<file path="config.mk">
export PLATFORM = sky130hd
export DESIGN_NAME = iob_fifo_asym_drain_ctrl_flat
export DESIGN_NICKNAME = d
export VERILOG_FILES = /design/src/rtl/iob_fifo_asym_drain_ctrl_if.sv /design/src/rtl/iob_fifo_asym_drain_ctrl.sv /design/src/flat_wrapper.sv
export SDC_FILE = /design/constraint.sdc
export NUM_CORES = 1
export LEC_CHECK = 0
export ABC_CLOCK_PERIOD_IN_PS = 3900
export BUFFER_PORTS_ARGS = -buffer_cell sky130_fd_sc_hd__buf_4
export CORE_MARGIN = 2
export CORE_UTILIZATION = 53
export CTS_BUF_LIST = sky130_fd_sc_hd__clkbuf_4 sky130_fd_sc_hd__clkbuf_8
export DETAILED_ROUTE_END_ITERATION = 10
export PLACE_DENSITY = 0.89
export SLEW_MARGIN = 20
export SYNTH_ARGS = -nofsm -noshare
export SYNTH_HDL_FRONTEND = slang
export SYNTH_SLANG_ARGS = --single-unit
</file>
<file path="constraint.sdc">
create_clock -name clk -period 3.9 [get_ports clk]
set_input_delay 0.78 -clock clk [delete_from_list [all_inputs] [get_ports clk]]
set_output_delay 0.78 -clock clk [all_outputs]
set_load 0.1 [all_outputs]
</file>
<file path="src/rtl/iob_fifo_asym_drain_ctrl_if.sv">
// Handshake bundle between the asymmetric-FIFO drain controller, the FIFO read
// port and the downstream valid/ready sink.
interface iob_fifo_asym_drain_ctrl_if #(
    parameter int R_DATA_W = 32,
    parameter int RATIO    = 4
);
    logic [31:0]                fifo_ocupancy;
    logic                       fifo_read_en;
    logic [R_DATA_W-1:0]        fifo_data_out;
    logic [R_DATA_W-1:0]        m_data;
    logic                       m_valid;
    logic                       m_ready;
    logic                       m_last;
    logic                       flush;
    logic                       flush_done;
    logic [$clog2(RATIO)-1:0]   leftover;
    logic                       busy;

    // Controller side
    modport master (
        input  fifo_ocupancy, fifo_data_out, m_ready, flush,
        output fifo_read_en, m_data, m_valid, m_last, flush_done, leftover, busy
    );

    // FIFO / sink / environment side
    modport slave (
        output fifo_ocupancy, fifo_data_out, m_ready, flush,
        input  fifo_read_en, m_data, m_valid, m_last, flush_done, leftover, busy
    );
endinterface

</file>
<file path="src/rtl/iob_fifo_asym_drain_ctrl.sv">
// Read-side burst controller for a narrow-write/wide-read FIFO: reads only
// complete wide words and drains them as valid/ready bursts.
module iob_fifo_asym_drain_ctrl #(
    parameter int R_DATA_W  = 32,
    parameter int RATIO     = 4,
    parameter int BURST_LEN = 8,
    parameter int TIMEOUT   = 256
) (
    input  logic                        clk,
    input  logic                        rst,
    iob_fifo_asym_drain_ctrl_if.master  bus
);
    localparam int          LOG2R = $clog2(RATIO);
    localparam int          LW    = $clog2(BURST_LEN + 1);
    localparam int          TW    = (TIMEOUT > 2) ? $clog2(TIMEOUT) : 1;
    localparam logic [TW-1:0] TEXP = (TIMEOUT == 0) ? '0 : TW'(TIMEOUT - 1);
    localparam logic [31:0] BL32  = 32'(BURST_LEN);

    typedef enum logic [1:0] {IDLE, READ, LOAD, SEND} state_t;

    state_t                 r_state;
    logic [LW-1:0]          r_len;
    logic [LW-1:0]          r_beat;
    logic [TW-1:0]          r_tcnt;
    logic                   r_flush_pending;
    logic                   r_read_en;
    logic                   r_flush_done;
    logic [R_DATA_W-1:0]    r_m_data;
    logic                   r_m_valid;
    logic                   r_m_last;

    logic [31:0]            w_avail;
    logic                   w_has;
    logic                   w_full;
    logic                   w_expired;
    logic                   w_start;
    logic                   w_flush_clr;
    logic [LW-1:0]          w_len_start;

    // Occupancy counts narrow words; only whole wide words are eligible.
    assign w_avail     = bus.fifo_ocupancy >> LOG2R;
    assign w_has       = (w_avail != 32'd0);
    assign w_full      = (w_avail >= BL32);
    assign w_expired   = (TIMEOUT != 0) && (r_tcnt == TEXP);
    assign w_start     = w_full || (w_has && (w_expired || r_flush_pending));
    assign w_flush_clr = (r_state == IDLE) && !w_has && r_flush_pending;
    assign w_len_start = w_full ? LW'(BURST_LEN) : LW'(w_avail);

    always_ff @(posedge clk or posedge rst) begin
        if (rst) begin
            r_state         <= IDLE;
            r_len           <= '0;
            r_beat          <= '0;
            r_tcnt          <= '0;
            r_flush_pending <= 1'b0;
            r_read_en       <= 1'b0;
            r_flush_done    <= 1'b0;
            r_m_data        <= '0;
            r_m_valid       <= 1'b0;
            r_m_last        <= 1'b0;
        end else begin
            r_read_en    <= 1'b0;
            r_flush_done <= 1'b0;

            // A flush landing on the same cycle the pending one retires is absorbed.
            if (w_flush_clr) begin
                r_flush_pending <= 1'b0;
                r_flush_done    <= 1'b1;
            end else if (bus.flush) begin
                r_flush_pending <= 1'b1;
            end

            case (r_state)
                IDLE: begin
                    if (w_start) begin
                        r_len     <= w_len_start;
                        r_beat    <= '0;
                        r_tcnt    <= '0;
                        r_read_en <= 1'b1;
                        r_state   <= READ;
                    end else if (!w_has) begin
                        r_tcnt <= '0;
                    end else if ((TIMEOUT != 0) && !w_expired) begin
                        r_tcnt <= r_tcnt + TW'(1);
                    end
                end
                READ: begin
                    r_state <= LOAD;
                end
                LOAD: begin
                    r_m_data  <= bus.fifo_data_out;
                    r_m_valid <= 1'b1;
                    r_m_last  <= (r_beat == r_len - LW'(1));
                    r_state   <= SEND;
                end
                SEND: begin
                    if (r_m_valid && bus.m_ready) begin
                        r_m_valid <= 1'b0;
                        r_m_last  <= 1'b0;
                        r_beat    <= r_beat + LW'(1);
                        if (r_m_last) begin
                            r_state <= IDLE;
                        end else begin
                            r_read_en <= 1'b1;
                            r_state   <= READ;
                        end
                    end
                end
                default: r_state <= IDLE;
            endcase
        end
    end

    assign bus.fifo_read_en = r_read_en;
    assign bus.m_data       = r_m_data;
    assign bus.m_valid      = r_m_valid;
    assign bus.m_last       = r_m_last;
    assign bus.flush_done   = r_flush_done;
    assign bus.leftover     = bus.fifo_ocupancy[LOG2R-1:0];
    assign bus.busy         = (r_state != IDLE);

endmodule

</file>
<file path="src/flat_wrapper.sv">
// flat-port wrapper written by rule: the top's interface ports become plain ports
module iob_fifo_asym_drain_ctrl_flat 
#(
    parameter int R_DATA_W  = 32,
    parameter int RATIO     = 4,
    parameter int BURST_LEN = 8,
    parameter int TIMEOUT   = 256
)
  (clk, rst, bus_fifo_ocupancy, bus_fifo_data_out, bus_m_ready, bus_flush, bus_fifo_read_en, bus_m_data, bus_m_valid, bus_m_last, bus_flush_done, bus_leftover, bus_busy);
  iob_fifo_asym_drain_ctrl_if #(.R_DATA_W(R_DATA_W), .RATIO(RATIO)) bus_i ();
  input  logic clk;
  input  logic rst;
  input wire logic [$bits(bus_i.fifo_ocupancy)-1:0] bus_fifo_ocupancy;
  input wire logic [$bits(bus_i.fifo_data_out)-1:0] bus_fifo_data_out;
  input wire logic [$bits(bus_i.m_ready)-1:0] bus_m_ready;
  input wire logic [$bits(bus_i.flush)-1:0] bus_flush;
  output wire logic [$bits(bus_i.fifo_read_en)-1:0] bus_fifo_read_en;
  output wire logic [$bits(bus_i.m_data)-1:0] bus_m_data;
  output wire logic [$bits(bus_i.m_valid)-1:0] bus_m_valid;
  output wire logic [$bits(bus_i.m_last)-1:0] bus_m_last;
  output wire logic [$bits(bus_i.flush_done)-1:0] bus_flush_done;
  output wire logic [$bits(bus_i.leftover)-1:0] bus_leftover;
  output wire logic [$bits(bus_i.busy)-1:0] bus_busy;
  assign bus_i.fifo_ocupancy = bus_fifo_ocupancy;
  assign bus_i.fifo_data_out = bus_fifo_data_out;
  assign bus_i.m_ready = bus_m_ready;
  assign bus_i.flush = bus_flush;
  assign bus_fifo_read_en = bus_i.fifo_read_en;
  assign bus_m_data = bus_i.m_data;
  assign bus_m_valid = bus_i.m_valid;
  assign bus_m_last = bus_i.m_last;
  assign bus_flush_done = bus_i.flush_done;
  assign bus_leftover = bus_i.leftover;
  assign bus_busy = bus_i.busy;
  iob_fifo_asym_drain_ctrl #(.R_DATA_W(R_DATA_W), .RATIO(RATIO), .BURST_LEN(BURST_LEN), .TIMEOUT(TIMEOUT)) u_core (.clk(clk), .rst(rst), .bus(bus_i));
endmodule
</file>
==> run_results.csv <==
group,metric,value,unit
logic_synthesis,ys_seq_area_share,54.6,%
placed_design,portBuffers,102,
logic_synthesis,synth_ff_type,"dfrtp_1",
clock_tree,cts_buffer_depth,2,
route,drtAntennaViolNets,0,
global_route,grt_pass1_wl,8820,µm
logic_synthesis,yosys_warnings,0,
sta,tightestPinTransition,904,ps
sta,fin_crit,2560,ps
critical_path,crit_path_start,"u_core.r_state[0]",
clock_tree,worstSkewPairLatency,310,ps
layout,layout_commonest_cell,"buf_4",
floorplanning,die_w,73.0,µm
global_route,grt_start_max_net_pins,56,
placed_design,dp_slack,1360,ps
placed_design,dp_hpwl,4140,µm
clock_tree,ctsHtreeMaxLevel,2,
floorplanning,core-area,0.00466,mm²
clock_tree,worst_setup_hold_path_clk_slew,90,ps
sta,relSlewSlack,39.6,%
job,cap_violations,0,
logic_synthesis,synthCells,211,
sta,finClkSkew,8.94,ps
clock_tree,cts_sinks,55,
route,firstDrtPassIters,4,
logic_synthesis,async_flop_share,100,%
logic_synthesis,syn-num-nets,285,
route,drc,0,
sta,timing.final.crit_share,65.6,%
floorplanning,start_util,54.1,%
floorplanning,row_count,25,
route,avgRoutedWirePerCell,14.9,µm
layout,syn_to_final_growth,35.9,%
route,drtIter0Drc,135,
floorplanning,die_h,73.0,µm
logic_synthesis,synth_area_per_cell,11.9,µm²
status,outcome,"finished, final reports clean",
critical_path,endpoint_kind,"output port",
clock_tree,cts_setup_buffers,0,
logic_synthesis,syn_area,0.00252,mm²
hold_path,holdCritStartpoint,"u_core.bus.m_data[10]",
floorplanning,io_pins,107,
hold_path,hold_path_class,"reg2reg",
critical_path,crit_arrival,1780,ps
placed_design,place_congestion,0.843,
clock_tree,cts_hold_buf,0,
critical_path,required,3120,ps
critical_path,critical_path_class,"reg2out",
clock_tree,cts-root-buf,"clkbuf_8",
global_route,grt_overflow_total,0,
clock_tree,cts_resized,0,
layout,nets,387,
route,vias,2004,
layout,final_cell_mix,"buf_4 (104), dfrtp_1 (55), mux2_2 (35)",
critical_path,worstPathMaxFanout,12,
sta,report.final.setup_viol,0,
critical_path,cp-start-kind,"flop",
global_route,antenna_found_initial,0,
sta,rsz0062_at_grt,"no",
logic_synthesis,synthTopCellsByArea,"dfrtp_1 (55%), mux2_2 (16%), ha_1 (3.0%)",
logic_synthesis,synth-seq-cells,55,
layout,antenna_cells,0,
clock_tree,cts_tree,"done",
layout,postLayoutCoreUtil,73.5,%
sta,fmax,0.391,GHz
sta,fin_ws,1340,ps
route,vias_per_cell,5.45,
critical_path,r2r_start,"u_core.r_state[0]",
logic_synthesis,synth-edff-count,0,
logic_synthesis,synth_top_area_share,54.6,%
logic_synthesis,synth_top_cell_by_area,"dfrtp_1",
logic_synthesis,synthDistinctLibCells,41,
sta,slew_violations,0,
sta,hold_viol,0,
sta,tns,0,ps
layout,layout-drive-gt1-share,49.4,%
global_route,grtUsageTotal,22.0,%
floorplanning,fp.dieArea,0.00532,mm²
clock_tree,numCtsBuffers,5,
global_route,grt_pass1_vias,1923,
route,postRouteWirelength,5490,µm
==> sequential cells by signal, indices dropped and copies added (netlist names), 2 cells and up <==
name / flops
u_core.r_state: 2
u_core.bus.m_data: 32
u_core.r_beat: 4
u_core.r_tcnt: 8
u_core.r_len: 4
==> stage by stage <==
step           cell area [µm²]  instances  hold slack, ps
3_3_place_gp              3330        360             490
4_1_cts                   3430        368             519
2_1_floorplan             2520        211             480
5_1_grt                   3430        368             535
3_5_place_dp              3330        360             497
6_report                  3430        368             515
==> synth_stat cells, types with 2 or more instances <==
| cell | count |
|---|---|
| a21oi_1 | 7 |
| a22o_2 | 4 |
| a31oi_1 | 2 |
| and3_1 | 4 |
| buf_4 | 2 |
| clkbuf_1 | 6 |
| dfrtp_1 | 55 |
| ha_1 | 6 |
| inv_1 | 14 |
| mux2_2 | 35 |
| nand2_1 | 5 |
| nand3_1 | 8 |
| nand4_1 | 4 |
| nor2_1 | 10 |
| nor2b_1 | 3 |
| nor3_1 | 4 |
| nor4_1 | 8 |
| o21ai_0 | 6 |
| o21bai_1 | 2 |
| xnor2_1 | 4 |
| xor2_1 | 2 |
==> cell families after synthesis <==
logic type               after synthesis  share of synthesized area (%)
adder cells (fa/ha/maj)                6                           2.98
AND/OR/NAND/NOR                       54                           11.9
buffers and inverters                 23                           3.77
flip-flops                            55                           54.6
multiplexers                          36                           16.0
XOR/XNOR                               6                           2.08
AO/OA/AOI/OAI                         31                           8.69
==> cell type report <==
class	instances	area (µm²)
Inverter	14	53.8
Clock inverter	2	16.3
Multi-Input combinational cell	133	1050
Timing Repair Buffer	104	781
Fill cell	318	1230
Tap cell	54	67.6
Sequential cell	55	1380
Clock buffer	6	82.6
==> worst max-delay path, stage by stage, from the launching register on <==
cell and delay, ps:
dfrtp_1 410, inv_1 130, ha_1 440, inv_1 200
buf_4 280
==> path summary, 6_finish.rpt <==
check,slack [ps],end,depth (start not counted)
setup / recovery,1340,bus_busy,4
hold / removal,520,u_core.bus.m_data[10],1
hold reg to reg,520,u_core.bus.m_data[10],1
setup reg to reg,1460,u_core.r_beat[0],7
min in group asynchronous,630,u_core.r_tcnt[0],2
max in group asynchronous,2730,u_core.r_state[0],2
==> metal layers <==
| layer | routed length [µm] | track usage (%) | part of all wire (%) |
|---|---|---|---|
| met1 | 2320 | 26.9 | 42 |
| met2 | 2640 | 37.7 | 48 |
| met3 | 443 | 5.11 | 8.1 |
| met4 | 90 | 8.64 | 1.6 |
| met5 | 0 | 0 | 0 |
Power is not shown: default switching activity piles up to over one toggle a cycle in this logic, so the estimate is an artifact.
